`src/rtl/pwm4_pkg.sv`:
```
// Shared types and constants for the pwm4 block.
// PWM4_PERIODS_EN (checked by pwm4) adds the saturating PERIODS counter.
package pwm4_pkg;

    typedef enum logic [1:0] {
        IDLE = 2'd0,
        ARM  = 2'd1,
        RUN  = 2'd2
    } state_t;

    localparam int DEF_WIDTH = 4;
    localparam int PERIODS_W = 8;

endpackage

```
`src/rtl/pwm4_duty_buf.sv`:
```
// Pending/active duty double buffer; the active value only changes on the wrap
// edge, so a new duty always starts at CNT=0.
module pwm4_duty_buf #(
    parameter int WIDTH = 4
) (
    input  logic           clk,
    input  logic           rst_n,
    input  logic           wrap,
    input  logic [WIDTH:0] duty,
    input  logic           duty_valid,
    output logic           duty_ready,
    output logic [WIDTH:0] active_duty
);

    logic           pending_full;
    logic [WIDTH:0] pending;
    logic           accept;

    assign duty_ready = !pending_full;
    assign accept     = duty_valid && duty_ready;

    always_ff @(posedge clk or negedge rst_n) begin
        if (!rst_n) begin
            pending_full <= 1'b0;
            pending      <= '0;
            active_duty  <= '0;
        end else if (wrap) begin
            // An offer landing on the wrap edge with an empty slot bypasses pending.
            pending_full <= 1'b0;
            if (pending_full)
                active_duty <= pending;
            else if (accept)
                active_duty <= duty;
        end else if (accept) begin
            pending      <= duty;
            pending_full <= 1'b1;
        end
    end

endmodule

```
`src/rtl/pwm4.sv`:
```
// PWM generator slaved to an upstream free-running counter: IDLE/ARM/RUN FSM,
// registered compare and period pulse. Define PWM4_PERIODS_EN for PERIODS.
module pwm4
    import pwm4_pkg::*;
#(
    parameter int WIDTH = DEF_WIDTH
) (
    input  logic                 CLK,
    input  logic                 RESETN,
    input  logic [WIDTH-1:0]     CNT,
    input  logic                 WRAP,
    input  logic                 EN,
    input  logic [WIDTH:0]       DUTY,
    input  logic                 DUTY_VALID,
    output logic                 DUTY_READY,
    output logic                 PWM,
`ifdef PWM4_PERIODS_EN
    output logic [PERIODS_W-1:0] PERIODS,
`endif
    output logic                 PERIOD_DONE
);

    state_t         state;
    logic [WIDTH:0] active_duty;
    logic           running;

    pwm4_duty_buf #(.WIDTH(WIDTH)) u_duty_buf (
        .clk         (CLK),
        .rst_n       (RESETN),
        .wrap        (WRAP),
        .duty        (DUTY),
        .duty_valid  (DUTY_VALID),
        .duty_ready  (DUTY_READY),
        .active_duty (active_duty)
    );

    assign running = (state == RUN) && EN;

    always_ff @(posedge CLK or negedge RESETN) begin
        if (!RESETN) begin
            state       <= IDLE;
            PWM         <= 1'b0;
            PERIOD_DONE <= 1'b0;
        end else begin
            // Zero-extended compare: duty 0 never fires, duty 2^WIDTH always does.
            PWM         <= running && ({1'b0, CNT} < active_duty);
            PERIOD_DONE <= running && WRAP;
            case (state)
                IDLE: if (EN) state <= ARM;
                ARM: begin
                    if (!EN)
                        state <= IDLE;
                    else if (WRAP)
                        state <= RUN;
                end
                RUN: if (!EN) state <= IDLE;
                default: state <= IDLE;
            endcase
        end
    end

`ifdef PWM4_PERIODS_EN
    always_ff @(posedge CLK or negedge RESETN) begin
        if (!RESETN)
            PERIODS <= '0;
        else if ((state == RUN) && !EN)
            PERIODS <= '0;
        else if (running && WRAP && (PERIODS != {PERIODS_W{1'b1}}))
            PERIODS <= PERIODS + 1'b1;
    end
`endif

endmodule
```
`config.mk`:
```
export PLATFORM = sky130hd
export DESIGN_NAME = pwm4
export DESIGN_NICKNAME = d
export VERILOG_FILES = /design/src/rtl/pwm4_pkg.sv /design/src/rtl/pwm4_duty_buf.sv /design/src/rtl/pwm4.sv
export SDC_FILE = /design/constraint.sdc
export NUM_CORES = 1
export LEC_CHECK = 0
export BUFFER_PORTS_ARGS = -buffer_cell sky130_fd_sc_hd__buf_2
export CAP_MARGIN = 10
export CORE_UTILIZATION = 50
export DETAILED_ROUTE_END_ITERATION = 16
export HOLD_SLACK_MARGIN = 0.06
export PLACE_DENSITY_LB_ADDON = 0.12
export SLEW_MARGIN = 20
export SYNTH_ARGS = -nofsm -noshare
export SYNTH_HDL_FRONTEND = slang
export SYNTH_SLANG_ARGS = --single-unit
```
`constraint.sdc`:
```
create_clock -name CLK -period 1.7 [get_ports CLK]
set_clock_uncertainty 0.15 [all_clocks]
set_input_delay 0.34 -clock CLK [delete_from_list [all_inputs] [get_ports CLK]]
set_output_delay 0.34 -clock CLK [all_outputs]
set_load 0.02 [all_outputs]
```
==> tab_implementation.tex <==
\begin{tabular}{lr}
\hline
Metric & Value \\
\hline
\multicolumn{2}{l}{\textbf{Timing}} \\
Minimum period implied by the final worst setup slack & 1.60 ns \\
Endpoints failing setup & 0 \\
RSZ-0062 raised after global routing & false \\
F\_max & 625 MHz \\
Final Hold Fails & 0 \\
Setup\_tns & 0 ns \\
Transition time at the pin with the least slew margin & 0.313 ns \\
Final clock period utilization by the worst path & 94.1\% \\
Relative slew margins & 79.1\% \\
Number of max-slew violations in the final report & 0 \\
\multicolumn{2}{l}{\textbf{Synth}} \\
Number of synthesized register bits & 15 \\
Net count of the mapped netlist & 83 \\
Post-synthesis mux area share & 9.15\% \\
Number of different library cells in the post-synthesis netlist & 22 \\
Yosys top cell area share & 51.8\% \\
Number of synthesis warnings & 0 \\
Syn\_area\_per\_cell & 11.0 um\^{}2 \\
Basic-gate share of the synthesized area counting and, or, nand and nor cells & 13.5\% \\
Xor-xnor portion of the synthesized cell area & 0\% \\
Post-synthesis share of cell area spent on full adders, half adders and majority gates & 5.18\% \\
Cell types occupying the most area after synthesis & sky130\_fd\_sc\_hd\_\_dfrtp\_1, sky130\_fd\_sc\_hd\_\_mux2\_2, sky130\_fd\_sc\_hd\_\_ha\_1 \\
Mapped Cells & 66 \\
Complex-gate fraction of the synthesized area & 15.0\% \\
Sequential fraction of the synthesis area & 51.8\% \\
Largest area contributor in the netlist & sky130\_fd\_sc\_hd\_\_dfrtp\_1 \\
Dominant combinational cell family by area after synthesis & compound AO/OA/AOI/OAI gates \\
Synthesized area & 724 um\^{}2 \\
\multicolumn{2}{l}{\textbf{Routing}} \\
Total via count after detailed routing & 568 \\
Post-detailed-route count of antenna-violating nets & 0 \\
WL per Instance & 12.4 um \\
Total detailed-routing wirelength & 1250 um \\
Average via count per standard cell & 5.62 \\
Final routed DRC violation total & 0 \\
Starting DRT DRC Count & 6 \\
First-pass DRT Iterations & 4 \\
\multicolumn{2}{l}{\textbf{Cells and area}} \\
Commonest cells after routing, fill and taps aside & sky130\_fd\_sc\_hd\_\_buf\_2, sky130\_fd\_sc\_hd\_\_dfrtp\_1, sky130\_fd\_sc\_hd\_\_inv\_1, sky130\_fd\_sc\_hd\_\_o22ai\_1 \\
Final nets & 104 \\
Core utilization of the finished layout & 64.7\% \\
P\&R area growth vs syn & 17.6\% \\
Number of antenna cells inserted & 0 \\
Fraction of layout instances using a drive strength above 1 & 31.4\% \\
Leading cell type in the layout, fill and taps excluded & sky130\_fd\_sc\_hd\_\_buf\_2 \\
Final instance count without filler cells & 101 \\
\multicolumn{2}{l}{\textbf{Global routing}} \\
Remaining Overflow, GRT & 0 \\
Via count of the first global-routing pass & 482 \\
Wire length of the first global-routing pass & 1950 um \\
Initial antenna violation count & 0 \\
Global router's overall resource usage & 19.8\% \\
Maximum number of pins on one net before global-route repair & 16 \\
\multicolumn{2}{l}{\textbf{Floorplanning}} \\
Die Width & 40.1 um \\
Die Area & 1610 um\^{}2 \\
Die height & 40.1 um \\
Total number of placement rows & 13 \\
Top Ports & 17 \\
Core Footprint & 1320 um\^{}2 \\
Initial core utilization & 55.0\% \\
\multicolumn{2}{l}{\textbf{Worst setup path}} \\
Launching element type of the critical path & flop \\
Element type at the critical path end & primary output \\
Data required time at the worst endpoint & 1.21 ns \\
Critical path start-end classification & flop to primary output \\
Data arrival at the endpoint of the critical path & 1.11 ns \\
Critical path fanouts, max & 6 \\
\multicolumn{2}{l}{\textbf{Placed design}} \\
Final HPWL from detailed placement & 928 um \\
Routability cong. & 0.740 \\
Cells after DPL & 96 \\
Input/output buffers & 16 \\
\multicolumn{2}{l}{\textbf{Pwr}} \\
Peak supply drop & 888 uV \\
Design Power & 795 uW \\
Pwr per Cell Area & 933 nW/um\^{}2 \\
Total leakage power & 0.000419 uW \\
\multicolumn{2}{l}{\textbf{CTS}} \\
Number of levels in the clock H-tree & 1 \\
Clock tree from TritonCTS & built \\
Bufs on Longest Clock Path & 2 \\
Post-CTS clock slew at the launch and capture registers of the worst setup and hold paths & 0.09 ns \\
Master cell of the clock root buffer & sky130\_fd\_sc\_hd\_\_clkbuf\_4 \\
Clock Latency Late Sink & 0.28 ns \\
Number of gates given a new drive strength after cts & 0 \\
Sinks on Clock Net & 15 \\
Number of post-CTS setup repair buffers & 0 \\
Total of hold buffers inserted after clock tree synthesis & 1 \\
Total CTS buffers & 3 \\
\multicolumn{2}{l}{\textbf{Flow run}} \\
Maximum Capacitance Violations & 0 \\
\multicolumn{2}{l}{\textbf{Min path}} \\
Kind of path behind the tightest hold check & input pin to flop \\
\multicolumn{2}{l}{\textbf{Status}} \\
Result of the run & finished clean \\
\hline
\end{tabular}
## cell families (layout without fill, tap and decap cells)
| family | after synthesis | count (layout) |
|---|---|---|
| AOI/OAI and AO/OA | 19 | 19 |
| and+or+nand+nor | 15 | 15 |
| DFF | 15 | 15 |
| muxes | 6 | 6 |
| buffers and inverters | 8 | 28 |
| adders and majority gates | 3 | 3 |
## critical path: stages, from the launching register on
cell and delay, ns:
sky130_fd_sc_hd__dfrtp_1 0.45, sky130_fd_sc_hd__inv_1 0.19, sky130_fd_sc_hd__buf_2 0.20
## layout make-up
cell class	instances	area (um^2)
clock buffers	3	22.5
inverters	6	22.5
flip-flops and latches	15	375
repair buffers	18	97.6
multi-input cells	43	310
clock inverters	1	5.00
well taps	15	18.8
fillers	121	465
## where the power goes
group / switching, uW / internal [uW]
combinational: 76.4 / 81.2
sequential: 36.3 / 409
clock: 105 / 87.3
total: 217 / 577
## metrics by stage
stage | instance area, um^2 | hold slack [ns] | worst slack (ns)
2_1_floorplan | 724 | -0.106 | 0.367
5_1_grt | 852 | 0.142 | 0.0375
6_report | 852 | 0.141 | 0.101
3_5_place_dp | 815 | 0.0992 | 0.222
4_1_cts | 852 | 0.139 | 0.0994
3_3_place_gp | 815 | 0.103 | 0.230
## per-layer routing
layer / vias up / track usage (%) / wire length [um]
met5: - / 0 / 0
met4: 0 / 7.76 / 15
met3: 2 / 10.0 / 92
met2: 22 / 30.2 / 608
met1: 265 / 23.6 / 537
li1: 279 / - / -
## flip-flops by register name, summed over array words and instances (netlist names)
name / count
PERIOD_DONE: 1
PWM: 1
state: 2
u_duty_buf.active_duty: 5
u_duty_buf.pending: 5
u_duty_buf.pending_full: 1
## cell usage after synthesis
master                     instances
sky130_fd_sc_hd__dfrtp_1          15
sky130_fd_sc_hd__inv_1             6
sky130_fd_sc_hd__o22ai_1           6
sky130_fd_sc_hd__a21oi_1           5
sky130_fd_sc_hd__mux2_2            5
sky130_fd_sc_hd__nand2_1           4
sky130_fd_sc_hd__o21ai_0           4
sky130_fd_sc_hd__ha_1              3
sky130_fd_sc_hd__nand3b_1          3
sky130_fd_sc_hd__nor2_1            3
sky130_fd_sc_hd__a21o_1            1
sky130_fd_sc_hd__a22oi_1           1
sky130_fd_sc_hd__a31oi_1           1
sky130_fd_sc_hd__and2_1            1
sky130_fd_sc_hd__and3b_1           1
sky130_fd_sc_hd__buf_2             1
sky130_fd_sc_hd__buf_6             1
sky130_fd_sc_hd__mux2i_1           1
sky130_fd_sc_hd__nor2b_1           1
sky130_fd_sc_hd__nor3b_4           1
sky130_fd_sc_hd__o21ai_1           1
sky130_fd_sc_hd__or3b_1            1
## final timing paths
path                                         startpoint                 endpoint  slack, ns  depth (start not counted)
worst max-delay path            u_duty_buf.pending_full               DUTY_READY       0.10                          2
worst min register to register    u_duty_buf.pending[1]    u_duty_buf.pending[1]       0.36                          1
min in group asynchronous                        RESETN                 state[0]       0.33                          2
worst min-delay path                                 EN                 state[1]       0.14                          2
max in group asynchronous                        RESETN  u_duty_buf.pending_full       0.83                          2
worst max register to register  u_duty_buf.pending_full    u_duty_buf.pending[1]       0.29                          2
Note: power is estimated with default switching activity, not from simulation.
